### src/rtl/jk_pkg.sv
// Shared types and helpers for the JK flop exerciser.
package jk_pkg;

  localparam int unsigned LFSR_W = 8;

  // Feedback taps for x^8+x^6+x^5+x^4+1, shift-left Fibonacci form (bits 7,5,4,3)
  localparam logic [LFSR_W-1:0] LFSR_TAPS = 8'hB8;

  typedef enum logic [2:0] {
    IDLE,
    INIT,
    RUN,
    DRAIN,
    DONE
  } state_t;

  // Next state of a synchronous JK flop: reset beats set beats JK
  function automatic logic jk_next(input logic q, input logic j, input logic k,
                                   input logic set, input logic rst);
    logic nq;
    nq = q;
    if (rst) begin
      nq = 1'b0;
    end else if (set) begin
      nq = 1'b1;
    end else begin
      case ({j, k})
        2'b00:   nq = q;
        2'b01:   nq = 1'b0;
        2'b10:   nq = 1'b1;
        default: nq = ~q;
      endcase
    end
    return nq;
  endfunction

endpackage

### src/rtl/jk_lfsr8.sv
// 8-bit Fibonacci LFSR with synchronous load and advance enable.
module jk_lfsr8
  import jk_pkg::*;
#(
  parameter logic [LFSR_W-1:0] SEED = 8'hA5
) (
  input  logic              clk,
  input  logic              reset,
  input  logic              load,
  input  logic              en,
  output logic [LFSR_W-1:0] value
);

  // Load has priority over advance; reset returns to the seed
  always_ff @(posedge clk or posedge reset) begin
    if (reset) begin
      value <= SEED;
    end else if (load) begin
      value <= SEED;
    end else if (en) begin
      value <= {value[LFSR_W-2:0], ^(value & LFSR_TAPS)};
    end
  end

endmodule

### src/rtl/jk_exerciser.sv
// Drives pseudo-random J/K/set/reset vectors into an external JK flop and
// counts cycles where its output disagrees with an internal reference model.
module jk_exerciser
  import jk_pkg::*;
#(
  parameter int unsigned N_VECTORS = 64,
  parameter logic [7:0]  LFSR_SEED = 8'hA5,
  parameter int unsigned ERR_W     = 8
) (
  input  logic             clk,
  input  logic             reset,
  input  logic             start,
  input  logic             q,
  output logic             j,
  output logic             k,
  output logic             ff_set,
  output logic             ff_reset,
  output logic             busy,
  output logic             done,
  output logic             pass,
  output logic [ERR_W-1:0] err_count,
  output logic [15:0]      vec_count
);

  localparam int unsigned      VEC_W   = 16;
  localparam logic [VEC_W-1:0] N_VEC   = VEC_W'(N_VECTORS);
  localparam logic [ERR_W-1:0] ERR_MAX = {ERR_W{1'b1}};

  state_t             state;
  state_t             state_d;
  logic               start_q;
  logic               exp_q;
  logic [LFSR_W-1:0]  lfsr;
  logic               lfsr_load;
  logic               lfsr_en;
  logic               cmp_en;
  logic [ERR_W-1:0]   err_d;
  logic               unused_lfsr_bits;

  // Bits 3:2 of the LFSR do not steer any drive signal
  assign unused_lfsr_bits = ^lfsr[3:2];

  jk_lfsr8 #(
    .SEED (LFSR_SEED)
  ) u_lfsr (
    .clk   (clk),
    .reset (reset),
    .load  (lfsr_load),
    .en    (lfsr_en),
    .value (lfsr)
  );

  // Next-state, LFSR control and saturating error update
  always_comb begin
    state_d   = state;
    lfsr_load = 1'b0;
    lfsr_en   = 1'b0;
    cmp_en    = 1'b0;
    err_d     = err_count;

    case (state)
      IDLE:    if (start) state_d = INIT;
      INIT:    state_d = RUN;
      RUN:     if (vec_count == N_VEC) state_d = DRAIN;
      DRAIN:   state_d = DONE;
      DONE:    if (start && !start_q) state_d = INIT;
      default: state_d = IDLE;
    endcase

    lfsr_load = (state_d == INIT);
    lfsr_en   = (state_d == RUN);
    // q reflects the previous cycle's drive during RUN and DRAIN
    cmp_en    = (state == RUN) || (state == DRAIN);

    if (state_d == INIT) begin
      err_d = '0;
    end else if (cmp_en && (q != exp_q) && (err_count != ERR_MAX)) begin
      err_d = err_count + ERR_W'(1);
    end
  end

  // State, registered drive/status outputs and the reference flop model
  always_ff @(posedge clk or posedge reset) begin
    if (reset) begin
      state     <= IDLE;
      start_q   <= 1'b0;
      j         <= 1'b0;
      k         <= 1'b0;
      ff_set    <= 1'b0;
      ff_reset  <= 1'b1;
      busy      <= 1'b0;
      done      <= 1'b0;
      pass      <= 1'b0;
      err_count <= '0;
      vec_count <= '0;
      exp_q     <= 1'b0;
    end else begin
      state     <= state_d;
      start_q   <= start;
      j         <= (state_d == RUN) && lfsr[0];
      k         <= (state_d == RUN) && lfsr[1];
      ff_set    <= (state_d == RUN) && (lfsr[7:4] == 4'hF);
      ff_reset  <= (state_d == INIT);
      busy      <= (state_d == INIT) || (state_d == RUN) || (state_d == DRAIN);
      done      <= (state_d == DONE);
      pass      <= (state_d == DONE) && (err_d == '0);
      err_count <= err_d;
      if (state_d == INIT) begin
        vec_count <= '0;
      end else if (state_d == RUN) begin
        vec_count <= vec_count + VEC_W'(1);
      end
      exp_q     <= (state_d == INIT) ? 1'b0 : jk_next(exp_q, j, k, ff_set, ff_reset);
    end
  end

endmodule

### config.mk
export PLATFORM = sky130hd
export DESIGN_NAME = jk_exerciser
export DESIGN_NICKNAME = d
export VERILOG_FILES = /design/src/rtl/jk_pkg.sv /design/src/rtl/jk_lfsr8.sv /design/src/rtl/jk_exerciser.sv
export SDC_FILE = /design/constraint.sdc
export NUM_CORES = 1
export LEC_CHECK = 0
export ABC_AREA = 1
export CAP_MARGIN = 20
export CORE_UTILIZATION = 40
export CTS_CLUSTER_SIZE = 14
export DETAILED_ROUTE_END_ITERATION = 16
export GPL_ROUTABILITY_DRIVEN = 0
export PLACE_DENSITY = 0.69
export RECOVER_POWER = 25
export SLEW_MARGIN = 20
export SYNTH_ARGS = -nofsm -noshare
export SYNTH_HDL_FRONTEND = slang
export SYNTH_SLANG_ARGS = --single-unit
export TNS_END_PERCENT = 30
### constraint.sdc
create_clock -name clk -period 2.55 [get_ports clk]
set_clock_uncertainty 0.2 [all_clocks]
set_input_delay 0.765 -clock clk [delete_from_list [all_inputs] [get_ports clk]]
set_output_delay 0.765 -clock clk [all_outputs]
set_load 0.01 [all_outputs]
; Word level (Yosys, flattened, before mapping)
; Index checks and enable logic that the tools add are counted.
[totals]
ff_bits = 44
latch_bits = 0
ramBits = 0
rom_bits = 0
inputBits = 4
elab_cells = 61
memories = 0
[op_classes]
add_sub_neg = 2
mul = 0
n_div = 0
order_cmp = 0
n_eq_ne = 15
n_shift = 0
mux = 14
bitwise = 1
reduce_logical = 16
[ops]
columns = operator, n
row1 = two-way mux 16 bit, 2
row2 = two-way mux 8 bit, 4
row3 = "adder 16 x 1 -> 16 bit, second input constant", 1
row4 = "== test 16 x 7 -> 1 bit, second input constant", 1
row5 = case mux 3 bit (5 select lines), 1
row6 = "== test 3 x 2 -> 1 bit, second input constant", 4
row7 = two-way mux 3 bit, 3
row8 = "adder 8 x 1 -> 8 bit, second input constant", 1
row9 = logical NOT 8 bit, 1
row10 = "!= test 8 bit, second input constant", 1
row11 = XOR reduction 8 bit, 1
row12 = logical AND 1 bit, 7
row13 = "== test 3 x 1 -> 1 bit, second input constant", 2
row14 = "== test 3 bit, second input constant", 2
row15 = "== test 4 bit, second input constant", 1
row16 = "!= test 4 bit, second input constant", 1
row17 = logical NOT 3 bit, 1
row18 = logical OR 1 bit, 3
row19 = two-way mux 1 bit, 3
row20 = case mux 1 bit (3 select lines), 1
row21 = "== test 2 x 1 -> 1 bit, second input constant", 1
row22 = "== test 2 bit, second input constant", 1
row23 = logical NOT 2 bit, 1
row24 = nonzero test 2 bit, 1
row25 = other kinds (3), 3

; Depth between registers and ports, before layout
[depth]
ltp_word = 8
ltp_mapped = 12
depth_no_buf = 12

; Hierarchy
; From an unflattened synthesis, not the netlist that was laid out.
[hier_totals]
cells_unflattened = 354
hier_area_um2 = 2597.5
[by_module_without_submodules]
columns = module, instances, cells_each, area_per_inst_um2
row1 = jk_exerciser, 1, 304, 2207.1
row2 = jk_lfsr8, 1, 50, 390.4

; Least setup slack after synthesis
; OpenSTA, ideal clock, no wires.
[synth_path]
kind = input to register
startpoint = input port q
endpoint = register pass
t_arrival_ns = 1.536
required_ns = 2.279
path_slack_ns = 0.743
cell_stages = 12
path_cell_list = inv_1 > nand2_1 > nand2_1 > nor2_4 > nand2_4 > nand2_1 > nand2_1 > nand2_1 > nand2_1 > nor2_1 > nand2_1 > nor2_1
[synth_between]
elab_chain_len = 7
[synth_lines]
columns = element, line
row1 = from (decl), jk_exerciser.sv:13  ; input logic q,
row2 = != test 1 bit, jk_exerciser.sv:77  ; end else if (cmp_en && (q != exp_q) && (err_count != ERR_MAX)) begin
row3 = logical AND 1 bit (2 in a row), jk_exerciser.sv:77
row4 = two-way mux 8 bit, jk_exerciser.sv:77
row5 = two-way mux 8 bit, jk_exerciser.sv:75  ; if (state_d == INIT) begin
row6 = logical NOT 8 bit, jk_exerciser.sv:106  ; pass <= (state_d == DONE) && (err_d == '0);
row7 = logical AND 1 bit, jk_exerciser.sv:106
row8 = to (signal assigned), jk_exerciser.sv:106
row9 = to (decl), jk_exerciser.sv:20  ; output logic pass,
; Every way passes these cells.
; A chain may end at the register's enable or synchronous reset.

; Worst setup path in the final report
[layout_path]
startpoint = register vec_count[13]
endpoint = output port vec_count[13]
[layout_lines]
columns = element, line
row1 = from (decl), jk_exerciser.sv:22  ; output logic [15:0] vec_count
row2 = from (signal assigned), jk_exerciser.sv:111  ; vec_count <= vec_count + VEC_W'(1);
; No word-level cell between the ends.

==> reports/results.ini <==
[route]
drtIter0Drc=118
avgViaCountPerCell=4.99
avgRoutedWirePerCell_um=12.0
first_pass_iters=4
wl_um=4920
ant_nets=0
drc_errors=0
vias=2045

[global_route]
grt_pass1_wl_um=8580
grt_max_degree=45
grt_pass1_vias=1905
grt-ovfl-total=0
antenna_found_initial=0
grtUsageTotal_pct=17.3

[sta]
hold_viol_final=0
drv_slew=0
fin_crit_ns=2.34
maxSlewHeadroom_pct=30.4
hold_slack_ns=0.275
rsz0062_at_grt=no
max_freq_ghz=0.427
tightest_slew_ns=1.04
finalCritPeriodShare_pct=91.8
finalSetupViolations=0
fin_setup_tns_ns=0

[clock_tree]
cts_tree=yes
clk_latency_ns=0.30
cts-hold-fix-buffers=0
postCtsSetupBuffers=0
path_clk_slew_ns=0.07
cts_buffer_depth=2
ctsHtreeMaxLevel=2
cts-buffers-inserted=5
root_buffer=clkbuf_8
clkSinkCount=44
post_cts_resized=0

[worst_setup_path]
critical_path_buf_inv_count=1
worstSetupPathType=reg -> out
critPathMaxStageDelay_ns=0.59
cp_slowest_cell=clkdlybuf4s50_1
critPathCaptureType=primary output
cp_cell_sequence=clkdlybuf4s50_1
critPathArrivalTime_ns=1.37
crit_family=buffers and inverters
cp_data_required_time_ns=1.59
cp_max_fo=6
cp-start-kind=flip-flop

[flow_run]
cap_violations=0

[logic_synthesis]
synthDistinctLibCells=32
syn_area_um2=2430
postSynthCellCount=295
syn_area_per_cell_um2=8.23
synth_nets=305
ys_seq_elements=44
yosysSeqAreaShare_pct=45.6
synth_warnings=0

[die]
die_y_um=79.9
fp.dieW_um=79.9
core_um2=5890
die-area_um2=6380
num_io_pins=35
fp-row-count=28
start_util_pct=41.2

[outcome]
status=complete, no violations

[placed_design]
dpl_cell_area_um2=2860
numPortBuffers=34
dpl.hpwl_um=3640

[power_and_ir_drop]
ir_worst_vdd_mv=0.525
power.leakage_uw=0.00141
p_per_area_nw_per_um2=1050

[final_layout]
final_cell_area_um2=2930
syn_to_final_growth_pct=20.9
n_fill_cell=568
layout.cells.most_common=nand2_1
layout_common_cells=nand2_1 (74), dfrtp_1 (39), clkdlybuf4s50_1 (33)
final_layout_size_suffix_gt1_share_pct=10.1
antenna_cells=0
nets=344

[worst_hold_path]
hold_class=reg -> reg

[cells by family (layout without fill, tap and decap cells)]
logic type	Yosys count	count (layout)	share of synthesized area, %
adders and majority gates	6	6	3.09
AOI/OAI and AO/OA	28	28	7.53
DFF	44	44	45.6
buffers and inverters	42	82	8.14
and+or+nand+nor	158	158	29.5
xor gates and xnor gates	17	17	6.13
[where the power goes]
part	leakage [uW]	internal, uW	switching [uW]
clock	0.0000455	221	220
sequential	0.000573	947	190
combinational	0.000787	620	869
[registers in the layout (all words and copies together), names as in the netlist]
name / count
j: 1
err_count: 8
state: 3
ff_set: 1
exp_q: 1
u_lfsr.value: 8
k: 1
ff_reset: 1
busy: 1
pass: 1
done: 1
vec_count: 16
start_q: 1
[synth_stat cells (all sizes together)]
library cell	instances	share of area [%]
nor2	28	4.9
nand3	33	7.0
o211ai	1	0.88
dfrtp	39	40
nand2	79	13
or2	2	0.52
a21oi	4	0.82
xnor2	3	1.1
ha	6	3.1
o21bai	1	0.31
o31ai	1	0.31
xor2	14	5.1
dfstp	5	5.4
o21ai	20	4.9
inv	36	5.8
nor3	8	1.6
o21a	1	0.31
buf	6	2.4
nor4	1	0.26
nand3b	3	0.93
nand4	4	1.0
[final cells by class]
type | count | area, um2 | share of cell area (%)
multi-input combinational | 209 | 1120 | 38.3
sequential | 44 | 1110 | 37.7
timing repair buffer | 38 | 380 | 13.0
inverter | 36 | 140 | 4.78
tap | 75 | 93.8 | 3.20
clock buffer | 8 | 90.1 | 3.07
[path summary, 6_finish.rpt]
check                                start               to  slack (ns)  depth (start not counted)
max                          vec_count[13]    vec_count[13]        0.21                          1
min in group asynchronous            reset     vec_count[8]        1.03                          3
max reg2reg                   vec_count[0]    vec_count[10]        0.58                          9
min reg2reg                u_lfsr.value[2]  u_lfsr.value[2]        0.28                          2
min                        u_lfsr.value[2]  u_lfsr.value[2]        0.28                          2
max in group asynchronous            reset             busy        0.47                          3
[per-layer routing]
layer | up-vias | routed length [um] | GRT usage (%)
li1 | 1022 | - | -
met1 | 956 | 2380 | 23.0
met2 | 59 | 2250 | 28.1
met3 | 8 | 235 | 3.54
met4 | 0 | 57 | 5.18
met5 | - | 0 | 0
[per-stage QoR]
| step | std cells | worst slack (ns) | util (%) | power, uW |
|---|---|---|---|---|
| CTS | 410 | 0.207 | 50.1 | 3110 |
| global route | 410 | 0.164 | 49.9 | 3340 |
| finish | 410 | 0.210 | 49.9 | 3070 |
| detailed placement | 402 | 0.0573 | 48.6 | 2650 |
| floorplan | 295 | 0.562 | - | 2190 |
| global placement | 402 | 0.0965 | 48.6 | 2610 |
No activity file was read; power rests on OpenSTA's default activity.
